===== src/rtl/mem_pkg.sv =====
// Shared state encoding, opcode classes, funct3 codes and sizing helper
// for the byte-serial memory controller.
package mem_pkg;

  typedef enum logic [2:0] {
    S_IDLE,
    S_LOAD,
    S_STORE,
    S_FETCH,
    S_COOL
  } state_t;

  localparam logic [2:0] OPC_LOAD  = 3'b101;
  localparam logic [2:0] OPC_STORE = 3'b111;

  localparam logic [2:0] F3_B  = 3'b000;
  localparam logic [2:0] F3_H  = 3'b001;
  localparam logic [2:0] F3_W  = 3'b010;
  localparam logic [2:0] F3_BU = 3'b100;
  localparam logic [2:0] F3_HU = 3'b101;

  localparam logic [1:0] IO_SEL     = 2'b11;
  localparam int         INST_BYTES = 4;

  // Bytes moved for a given funct3; the unused size code falls back to a word.
  function automatic logic [2:0] access_bytes(input logic [2:0] funct3);
    case (funct3[1:0])
      2'b00:   return 3'd1;
      2'b01:   return 3'd2;
      default: return 3'd4;
    endcase
  endfunction

endpackage


===== src/rtl/mem_extend.sv =====
// Sign/zero extension of an assembled load word according to its funct3.
module mem_extend
  import mem_pkg::*;
(
  input  logic [31:0] word_i,
  input  logic [2:0]  funct3_i,
  output logic [31:0] ext_o
);

  always_comb begin
    ext_o = word_i;
    case (funct3_i)
      F3_B:    ext_o = {{24{word_i[7]}}, word_i[7:0]};
      F3_H:    ext_o = {{16{word_i[15]}}, word_i[15:0]};
      F3_W:    ext_o = word_i;
      F3_BU:   ext_o = {24'h000000, word_i[7:0]};
      F3_HU:   ext_o = {16'h0000, word_i[15:0]};
      default: ext_o = word_i;
    endcase
  end

endmodule


===== src/rtl/mem_ctrl.sv =====
// Byte-serial memory controller: LSB loads/stores and instruction fetch over a
// byte-wide RAM/IO port. Define MC_IO_STALL_EN to hold IO stores while the UART buffer is full.
module mem_ctrl
  import mem_pkg::*;
(
  input  logic        clk,
  input  logic        rst,
  input  logic        rdy,
  input  logic        clear,
  input  logic [7:0]  mem_din,
  output logic [7:0]  mem_dout,
  output logic [31:0] mem_a,
  output logic        mem_wr,
  input  logic        io_buffer_full,
  input  logic        lsb_ok,
  input  logic [31:0] lsb_addr,
  input  logic [31:0] lsb_imm,
  input  logic [31:0] lsb_val,
  input  logic [5:0]  lsb_opt,
  output logic        to_lsb_ok,
  input  logic        if_ok,
  input  logic [31:0] if_pc,
  output logic        to_if_ok,
  output logic [31:0] to_if_inst,
  output logic        cdb_ok,
  output logic [3:0]  cdb_en,
  output logic [31:0] cdb_val
);

  localparam logic [2:0] FETCH_N = 3'(INST_BYTES);

  state_t      state_q, state_d;
  logic [2:0]  cnt_q, cnt_d;
  logic [31:0] ea_q, ea_d;
  logic [31:0] data_q, data_d;
  logic [3:0]  tag_q, tag_d;
  logic [2:0]  f3_q, f3_d;
  logic [23:0] buf_q, buf_d;
  logic [31:0] mem_a_q, mem_a_d;
  logic [7:0]  mem_dout_q, mem_dout_d;
  logic        mem_wr_q, mem_wr_d;
  logic        to_lsb_ok_q, to_lsb_ok_d;
  logic        to_if_ok_q, to_if_ok_d;
  logic        cdb_ok_q, cdb_ok_d;
  logic [3:0]  cdb_en_q, cdb_en_d;
  logic [31:0] cdb_val_q, cdb_val_d;
  logic [31:0] to_if_inst_q, to_if_inst_d;

  logic        is_load, is_store;
  logic [31:0] ld_ea;
  logic [2:0]  ld_n;
  logic [31:0] ld_word, ld_ext;
  logic [31:0] st_addr, st_word;
  logic [2:0]  st_cnt;
  logic [7:0]  st_byte;
  logic        st_hold, st_issue;

  assign is_load  = lsb_ok && (lsb_opt[5:3] == OPC_LOAD);
  assign is_store = lsb_ok && (lsb_opt[5:3] == OPC_STORE);
  assign ld_ea    = lsb_addr + lsb_imm;
  assign ld_n     = access_bytes(f3_q);

  // The first store byte is issued straight from the request in IDLE.
  assign st_addr = (state_q == S_IDLE) ? lsb_addr : ea_q + {29'd0, cnt_q};
  assign st_word = (state_q == S_IDLE) ? lsb_val : data_q;
  assign st_cnt  = (state_q == S_IDLE) ? 3'd0 : cnt_q;
  assign st_byte = st_word[{st_cnt[1:0], 3'b000} +: 8];

`ifdef MC_IO_STALL_EN
  assign st_hold = io_buffer_full && (st_addr[17:16] == IO_SEL);
`else
  logic unused_io;
  assign unused_io = io_buffer_full;
  assign st_hold   = 1'b0;
`endif

  // The final byte is taken straight off mem_din in the completing cycle.
  always_comb begin
    case (ld_n)
      3'd1:    ld_word = {24'h000000, mem_din};
      3'd2:    ld_word = {16'h0000, mem_din, buf_q[7:0]};
      default: ld_word = {mem_din, buf_q[23:0]};
    endcase
  end

  mem_extend u_extend (
    .word_i   (ld_word),
    .funct3_i (f3_q),
    .ext_o    (ld_ext)
  );

  always_comb begin
    state_d      = state_q;
    cnt_d        = cnt_q;
    ea_d         = ea_q;
    data_d       = data_q;
    tag_d        = tag_q;
    f3_d         = f3_q;
    buf_d        = buf_q;
    mem_a_d      = mem_a_q;
    mem_dout_d   = mem_dout_q;
    mem_wr_d     = 1'b0;
    to_lsb_ok_d  = 1'b0;
    to_if_ok_d   = 1'b0;
    cdb_ok_d     = 1'b0;
    cdb_en_d     = cdb_en_q;
    cdb_val_d    = cdb_val_q;
    to_if_inst_d = to_if_inst_q;
    st_issue     = 1'b0;

    case (state_q)
      S_IDLE: begin
        if (is_load) begin
          ea_d    = ld_ea;
          tag_d   = lsb_val[3:0];
          f3_d    = lsb_opt[2:0];
          mem_a_d = ld_ea;
          cnt_d   = 3'd0;
          state_d = S_LOAD;
        end else if (is_store) begin
          ea_d     = lsb_addr;
          data_d   = lsb_val;
          f3_d     = lsb_opt[2:0];
          cnt_d    = 3'd0;
          st_issue = !st_hold;
          state_d  = S_STORE;
        end else if (if_ok && !clear) begin
          mem_a_d = if_pc;
          cnt_d   = 3'd0;
          state_d = S_FETCH;
        end
      end
      S_LOAD: begin
        if (clear) begin
          state_d = S_IDLE;
        end else if (cnt_q == ld_n) begin
          to_lsb_ok_d = 1'b1;
          cdb_ok_d    = 1'b1;
          cdb_en_d    = tag_q;
          cdb_val_d   = ld_ext;
          state_d     = S_COOL;
        end else begin
          mem_a_d = mem_a_q + 32'd1;
          cnt_d   = cnt_q + 3'd1;
        end
      end
      S_FETCH: begin
        if (clear) begin
          state_d = S_IDLE;
        end else if (cnt_q == FETCH_N) begin
          to_if_ok_d   = 1'b1;
          to_if_inst_d = {mem_din, buf_q[23:0]};
          state_d      = S_COOL;
        end else begin
          mem_a_d = mem_a_q + 32'd1;
          cnt_d   = cnt_q + 3'd1;
        end
      end
      S_STORE: begin
        if (cnt_q == access_bytes(f3_q)) begin
          to_lsb_ok_d = 1'b1;
          state_d     = S_COOL;
        end else begin
          st_issue = !st_hold;
        end
      end
      S_COOL:  state_d = S_IDLE;
      default: state_d = S_IDLE;
    endcase

    // Byte capture for multi-cycle reads; byte[cnt-1] arrives while cnt is current.
    if ((state_q == S_LOAD || state_q == S_FETCH) && !clear) begin
      case (cnt_q)
        3'd1:    buf_d[7:0]   = mem_din;
        3'd2:    buf_d[15:8]  = mem_din;
        3'd3:    buf_d[23:16] = mem_din;
        default: buf_d = buf_q;
      endcase
    end

    if (st_issue) begin
      mem_a_d    = st_addr;
      mem_dout_d = st_byte;
      mem_wr_d   = 1'b1;
      cnt_d      = st_cnt + 3'd1;
    end
  end

  always_ff @(posedge clk or negedge rst) begin
    if (!rst) begin
      state_q      <= S_IDLE;
      cnt_q        <= 3'd0;
      ea_q         <= '0;
      data_q       <= '0;
      tag_q        <= '0;
      f3_q         <= '0;
      buf_q        <= '0;
      mem_a_q      <= '0;
      mem_dout_q   <= '0;
      mem_wr_q     <= 1'b0;
      to_lsb_ok_q  <= 1'b0;
      to_if_ok_q   <= 1'b0;
      cdb_ok_q     <= 1'b0;
      cdb_en_q     <= '0;
      cdb_val_q    <= '0;
      to_if_inst_q <= '0;
    end else if (rdy) begin
      state_q      <= state_d;
      cnt_q        <= cnt_d;
      ea_q         <= ea_d;
      data_q       <= data_d;
      tag_q        <= tag_d;
      f3_q         <= f3_d;
      buf_q        <= buf_d;
      mem_a_q      <= mem_a_d;
      mem_dout_q   <= mem_dout_d;
      mem_wr_q     <= mem_wr_d;
      to_lsb_ok_q  <= to_lsb_ok_d;
      to_if_ok_q   <= to_if_ok_d;
      cdb_ok_q     <= cdb_ok_d;
      cdb_en_q     <= cdb_en_d;
      cdb_val_q    <= cdb_val_d;
      to_if_inst_q <= to_if_inst_d;
    end
  end

  assign mem_a      = mem_a_q;
  assign mem_dout   = mem_dout_q;
  assign mem_wr     = mem_wr_q && rdy;
  assign to_lsb_ok  = to_lsb_ok_q;
  assign to_if_ok   = to_if_ok_q;
  assign to_if_inst = to_if_inst_q;
  assign cdb_ok     = cdb_ok_q;
  assign cdb_en     = cdb_en_q;
  assign cdb_val    = cdb_val_q;

endmodule


===== config.mk =====
export PLATFORM = sky130hd
export DESIGN_NAME = mem_ctrl
export DESIGN_NICKNAME = d
export VERILOG_FILES = /design/src/rtl/mem_pkg.sv /design/src/rtl/mem_extend.sv /design/src/rtl/mem_ctrl.sv
export SDC_FILE = /design/constraint.sdc
export NUM_CORES = 1
export LEC_CHECK = 0
export CORE_MARGIN = 4
export CORE_UTILIZATION = 50
export DETAILED_ROUTE_END_ITERATION = 12
export PLACE_DENSITY_LB_ADDON = 0.3
export SLEW_MARGIN = 10
export SYNTH_ARGS = -nofsm -noshare
export SYNTH_HDL_FRONTEND = slang
export SYNTH_SLANG_ARGS = --single-unit

===== constraint.sdc =====
create_clock -name clk -period 4.96 [get_ports clk]
set_clock_uncertainty 0.05 [all_clocks]
set_input_delay 0.992 -clock clk [delete_from_list [all_inputs] [get_ports clk]]
set_output_delay 0.992 -clock clk [all_outputs]
set_load 0.05 [all_outputs]

==> results.txt, run 1 <==
Fin worst setup slack -> 0.858 ns
Yosys warning count -> 0
Vias per std cell -> 6.04
DRC violations left -> 0
H-Tree Depth -> 1
Synth Area in XOR/XNOR -> 0.0548
Async SR Flop Fraction -> 1.00
Max VDD drop -> 402 uV
Buffer and inverter count on the worst path -> 1
Clock slew seen by the registers of the worst setup and hold paths -> 0.06 ns
DIE AREA -> 28500 sq um
Final setup fails -> 0
First-pass GRT wire length -> 61.9 mm
Hold_ws -> 0.424 ns
Initial drt markers -> 1277
Critical path class -> flip-flop to flip-flop
Delay-heaviest family, CP -> simple AND/OR/NAND/NOR gates
CTS Hold Bufs -> 0
Total number of vias -> 11937
Clk buf depth -> 3
Post-CTS resize count -> 0
Initial DRT Pass Iterations -> 5
Mux cell area share after synthesis -> 0.0973
P_leak -> 7.13 nW
Cells along the critical path -> inv_1, a41oi_2, a21oi_1, nor3_2, nand2_1, a211oi_1, a221o_1
Die Ht -> 169 um
Power per cell area -> 568 nW/um^2
Slew @ Worst Pin -> 1.09 ns
Adder-Cell Fraction of Synth Area -> 0.0427
Count of input and output buffers -> 259
NumNets Final -> 1820
Synth-to-Final Area Change -> 28.0%
All-layer global routing usage -> 0.268
Gr ovfl total -> 0
Slowest CP cell -> dfrtp_1
Core area -> 25300 sq um
Max_slew headroom -> 0.268
Wire per inst -> 20.2 um
Mean Syn Cell Area -> 9.16 sq um
Post-route insts no fill -> 1976
Antenna Nets Post-Route -> 0
Final Cycle Share -> 0.827
Register bit total from synthesis -> 213
GP Congestion -> 0.958
Post-DP HPWL -> 29.1 mm
Crit path DAT -> 4.50 ns
Setup Buffers After CTS -> 0
RSZ-0062 raised after global routing -> false
Final Critical Period -> 4.10 ns
Req. time, crit path -> 5.35 ns
TritonCTS buffer count -> 23
Number of flops mapped to enable cells by yosys -> 0
Total Routed Length -> 39.8 mm
Combinational family with the most area after synthesis -> compound AO/OA/AOI/OAI gates
Distinct cells, synth -> 70
Fraction of the mapped netlist area in compound gates -> 0.206
DP Worst Slack -> 0.682 ns
Initial Utilization -> 0.511
CP max FO -> 20
Startpoint Class -> flip-flop
Rows -> 58
Share of cells above drive strength 1 -> 0.110
Setup_tns -> 0 ns
Largest stage delay on the critical path -> 0.85 ns
Largest net degree at the start of global routing -> 129
Worst hold path type -> flip-flop to flip-flop
Worst-skew pair later-pin latency -> 0.50 ns
F_max -> 244 MHz
Top FF cell, synth -> dfrtp_1
Post-Syn Area -> 13000 sq um
Syn_nets -> 1606
Max_cap viols -> 0
Crit. End Element -> flip-flop
Slew Limit Fails -> 0
Placed insts -> 1933
Final hold violation count -> 0
Initial antenna violation count -> 2
CTS Root Cell -> clkbuf_16
Seq/Total Area, Yosys -> 0.412
Vias in the first global route -> 11409
Status -> completed
Mapped Cells -> 1414
Io pins -> 261
Simple-gate share of the synthesized area -> 0.151
Die width -> 169 um
Clock sink total -> 213
CTS tree -> yes
-- cells in the final DEF (no fill, tap or decap), types with 7 or more instances in the layout --
master / count
nand2b_1: 7
ha_1: 41
dfrtp_1: 213
nand3_1: 43
and2_1: 9
buf_4: 19
nor2_1: 101
a31oi_1: 20
a211oi_1: 35
o211ai_1: 8
clkbuf_16: 23
and4_1: 8
nand2_1: 178
nor3_1: 8
a221o_1: 9
mux2_2: 95
mux2i_1: 19
a221oi_1: 18
o21ai_0: 111
and3_1: 25
xnor2_1: 39
clkbuf_8: 8
inv_1: 15
xor2_1: 42
clkdlybuf4s50_1: 258
nand4_1: 20
a21o_1: 28
a21oi_1: 141
-- state kept, by name, summed over array words and instances (netlist names) --
| signal | count |
|---|---|
| buf_q | 24 |
| cdb_en | 4 |
| cdb_ok | 1 |
| cdb_val | 32 |
| cnt_q | 3 |
| data_q | 32 |
| ea_q | 32 |
| f3_q | 3 |
| mem_a | 32 |
| mem_dout | 8 |
| mem_wr_q | 1 |
| state_q | 3 |
| tag_q | 4 |
| to_if_inst | 32 |
| to_if_ok | 1 |
| to_lsb_ok | 1 |
-- worst register-to-register path, cell delays in order, from the launching register on --
cell and delay (ns):
dfrtp_1 0.85, inv_1 0.48, a41oi_2 0.48, a21oi_1 0.16, nor3_2 0.68, nand2_1 0.73
a211oi_1 0.45, a221o_1 0.16
-- routing by layer --
layer / vias to the layer above / global-route usage / wire length, um
li1: 5559 / - / -
met2: 546 / 0.445 / 19100
met5: - / 0 / 0
met1: 5752 / 0.367 / 16500
met4: 0 / 0.0935 / 1240
met3: 80 / 0.0301 / 3070
-- power by group --
part | switching (mW) | internal, mW | leakage [nW] | total [mW]
sequential | 0.689 | 2.42 | 2.78 | 3.11
combinational | 2.75 | 1.70 | 3.93 | 4.44
clock | 0.702 | 1.17 | 0.417 | 1.87
total | 4.14 | 5.28 | 7.13 | 9.42
-- through the flow --
step                       util  total power [mW]  instance area (sq um)
final                     0.655              9.42                  16600
after global routing      0.655              9.95                  16600
after CTS                 0.655              9.43                  16600
after detailed placement  0.621              7.53                  15700
after global placement    0.621              7.40                  15700
after floorplan               -              6.02                  13000
-- logic make-up (layout without fill, tap and decap cells) --
logic type               count (synthesis)  count (layout)
adder cells (fa/ha/maj)                 43              43
other                                    0               2
AND/OR/NAND/NOR                        430             430
flip-flops                             213             213
multiplexers                           114             114
buffers and inverters                  105             335
AO/OA/AOI/OAI                          428             428
XOR/XNOR                                81              81
-- Yosys cell counts, types with 3 or more instances --
| cell | number | area share |
|---|---|---|
| mux2i_1 | 19 | 0.015 |
| a21o_1 | 28 | 0.016 |
| o21ai_1 | 4 | 0.0015 |
| nand3_1 | 43 | 0.017 |
| a21oi_1 | 141 | 0.054 |
| a221oi_1 | 18 | 0.012 |
| nand4_1 | 20 | 0.0097 |
| and4_1 | 8 | 0.0054 |
| o21ai_0 | 111 | 0.043 |
| nor3_1 | 10 | 0.0039 |
| o21bai_1 | 5 | 0.0029 |
| a31oi_1 | 20 | 0.0097 |
| and2_1 | 9 | 0.0043 |
| or3_1 | 5 | 0.0024 |
| xor2_1 | 42 | 0.028 |
| buf_1 | 9 | 0.0026 |
| clkbuf_1 | 67 | 0.019 |
| o31ai_1 | 6 | 0.0035 |
| a211oi_1 | 35 | 0.020 |
| nor2_1 | 101 | 0.029 |
| a2111oi_0 | 5 | 0.0034 |
| nor2b_1 | 4 | 0.0019 |
| mux2_2 | 95 | 0.083 |
| ha_1 | 41 | 0.040 |
| o211ai_1 | 8 | 0.0046 |
| nand2_1 | 179 | 0.052 |
| o21a_1 | 3 | 0.0017 |
| buf_6 | 6 | 0.0052 |
| nor4_1 | 3 | 0.0014 |
| a22oi_1 | 6 | 0.0035 |
| nand2b_1 | 8 | 0.0039 |
| inv_1 | 15 | 0.0043 |
| a221o_1 | 9 | 0.0070 |
| o311ai_0 | 5 | 0.0034 |
| dfrtp_1 | 213 | 0.41 |
| and3_1 | 25 | 0.012 |
| xnor2_1 | 39 | 0.026 |
| buf_2 | 4 | 0.0015 |
-- layout make-up --
type,count,area [sq um]
antenna,2,5.00
clock buffer,31,676
clock inverter,10,165
fill,2080,8740
inverter,15,56.3
multi-input combinational,1096,7180
sequential,213,5330
tap,330,413
timing repair buffer,279,2760
-- worst paths after layout --
| check | end | cells past startpoint | startpoint | slack (ns) |
|---|---|---|---|---|
| setup / recovery | mem_a[15] | 7 | cnt_q[0] | 0.86 |
| hold / removal | cdb_en[1] | 2 | tag_q[1] | 0.42 |
| setup reg to reg | mem_a[15] | 7 | cnt_q[0] | 0.86 |
| hold reg to reg | cdb_en[1] | 2 | tag_q[1] | 0.42 |
| max in group asynchronous | data_q[6] | 2 | rst | 3.28 |
| min in group asynchronous | to_if_inst[6] | 1 | rst | 0.54 |
Note: power is estimated with default switching activity, not from simulation.
==> inputs of run 2 (changes only) <==
==> constraint.sdc (replaced) <==
create_clock -name clk -period 4.2 [get_ports clk]
set_clock_uncertainty 0.05 [all_clocks]
set_input_delay 0.84 -clock clk [delete_from_list [all_inputs] [get_ports clk]]
set_output_delay 0.84 -clock clk [all_outputs]
set_load 0.05 [all_outputs]
==> run 2 against run 1 <==
Effect of this change: clock-buffer cell count fell by 5; sequential cell count is the same; first-iteration DRC count shrank 12%; wire length increased by 2.6%; combinational power increased by 20%; register-to-register slack worse by 0.19 ns; hold slack got worse by 0.0064 ns; critical path depth rose by 4; sequential power is 18% higher; setup slack got worse by 0.35 ns; largest cell class unchanged; highest routed layer unchanged.
==> results.txt, run 2 (same netlist as run 1, synthesis figures left out) <==
Most common cell after layout, fill and taps aside -> clkdlybuf4s50_1
Most numerous cell on the critical path -> a21oi_1
Initial antenna violation count -> 1
Largest net degree at the start of global routing -> 118
Core area -> 25300 sq um
Gr ovfl total -> 0
R2r setup slk -> 0.67 ns
Initial DRT Pass Iterations -> 5
Status -> completed
Final Cycle Share -> 0.878
H-Tree Depth -> 1
Commonest non-fill, non-tap cells in the layout -> 258 x clkdlybuf4s50_1, 213 x dfrtp_1, 178 x nand2_1, 141 x a21oi_1, 111 x o21ai_0
F_max -> 271 MHz
Final hold violation count -> 0
Worst-skew pair later-pin latency -> 0.50 ns
Share of cells above drive strength 1 -> 0.120
CTS Root Cell -> clkbuf_16
Post-route insts no fill -> 1993
Clock slew seen by the registers of the worst setup and hold paths -> 0.06 ns
DRC violations left -> 0
Rows -> 58
GP Congestion -> 0.897
Largest stage delay on the critical path -> 0.45 ns
Startpoint Class -> input port
Total Routed Length -> 40.9 mm
R2r endpoint -> mem_a[24]
Total number of vias -> 12020
Post-DP HPWL -> 30.0 mm
Critical path class -> input port to flip-flop
Vias in the first global route -> 11673
Buffer and inverter count on the worst path -> 1
P_leak -> 7.20 nW
Delay-heaviest family, CP -> compound AO/OA/AOI/OAI gates
Power per cell area -> 669 nW/um^2
Final Critical Period -> 3.69 ns
RSZ-0062 raised after global routing -> false
Synth-to-Final Area Change -> 28.9%
Clock sink total -> 213
Slew Limit Fails -> 0
Io pins -> 261
Initial drt markers -> 1128
Setup_tns -> 0 ns
Count of input and output buffers -> 259
Placed insts -> 1954
Worst hold path type -> flip-flop to flip-flop
Slowest CP cell -> clkdlybuf4s50_1
First-pass GRT wire length -> 63.8 mm
Die Ht -> 169 um
Total power -> 11.2 mW
Worst Min Path Start -> tag_q[3]
Slew @ Worst Pin -> 1.16 ns
Vias per std cell -> 6.03
Die width -> 169 um
NumNets Final -> 1840
Final setup fails -> 0
Clk buf depth -> 3
Worst Reg2Reg Path Length in Cells -> 11
CP max FO -> 5
All-layer global routing usage -> 0.276
Setup Buffers After CTS -> 0
CTS tree -> yes
Wire per inst -> 20.5 um
Max_slew headroom -> 0.227
Cells along the critical path -> clkdlybuf4s50_1, ha_1, a21o_1, a21oi_1, a21oi_1, o21ai_0, o211ai_1, a21oi_1, o31ai_1, or3_1, a221o_1
Antenna Nets Post-Route -> 0
TritonCTS buffer count -> 22
Fillers -> 2029
Post-CTS resize count -> 0
Initial Utilization -> 0.511
Max VDD drop -> 528 uV
CTS Hold Bufs -> 0
Crit. End Element -> flip-flop
Crit path DAT -> 4.02 ns
Hold path depth -> 2
Critical R2R Launch -> cnt_q[0]
Worst Hold End -> cdb_en[3]
Req. time, crit path -> 4.53 ns
Max_cap viols -> 0
DIE AREA -> 28500 sq um
[run 2: cell types whose count changed in the layout (fill, tap and decap cells not counted)]
cell / before / now
clkinv_4: 2 / 1
inv_6: 2 / 0
clkbuf_8: 8 / 3
buf_4: 19 / 40
diode_2: 2 / 1
bufinv_16: 4 / 5
clkinvlp_4: 0 / 2
clkinv_2: 2 / 4
[run 2: layer usage]
layer	up-vias	part of all wire	routed length, um	global-route usage
li1	5604	-	-	-
met2	568	0.48	19400	0.460
met5	-	0	0	0
met4	0	0.040	1620	0.102
met3	106	0.076	3110	0.0320
met1	5742	0.41	16700	0.374
[run 2: tightest hold or removal path: cells and delay by family (launching register included)]
kind / cells / cell delay (ns)
flops: 1 / 0.34
simple gates: 2 / 0.10
[run 2: worst max path at each step]
stage / slack (ns) / endpoint / startpoint / depth (start not counted)
2_1_floorplan: 0.90 / mem_a[28] / lsb_addr[0] / 11
3_3_place_gp: 0.16 / mem_a[29] / lsb_addr[3] / 11
3_5_place_dp: 0.1 / mem_a[29] / lsb_addr[3] / 11
4_1_cts: 0.62 / mem_a[29] / lsb_addr[3] / 11
5_1_grt: 0.40 / mem_a[8] / cnt_q[0] / 9
6_report: 0.51 / mem_a[29] / lsb_addr[3] / 11
[run 2: final cells by class]
cell class              instances  area, sq um  area share
diodes                          1         2.50    0.000150
clock buffers                  26          607      0.0363
clock inverters                12          194      0.0116
inverters                      15         56.3     0.00337
multi-input cells            1096         7180       0.430
flip-flops and latches        213         5330       0.319
well taps                     330          413      0.0247
repair buffers                300         2920       0.175
[run 2: through the flow]
step / area (sq um) / utilization / worst slack [ns] / hold slack [ns]
2_1_floorplan: 13000 / - / 0.901 / 0.385
3_3_place_gp: 15900 / 0.628 / 0.165 / 0.399
3_5_place_dp: 15900 / 0.628 / 0.0957 / 0.405
4_1_cts: 16700 / 0.659 / 0.621 / 0.419
5_1_grt: 16700 / 0.659 / 0.404 / 0.451
6_report: 16700 / 0.659 / 0.511 / 0.417
[run 2: where the power goes]
group	internal [mW]	leakage, nW	switching, mW
sequential	2.85	2.78	0.827
combinational	2.05	4.03	3.28
clock	1.34	0.390	0.820
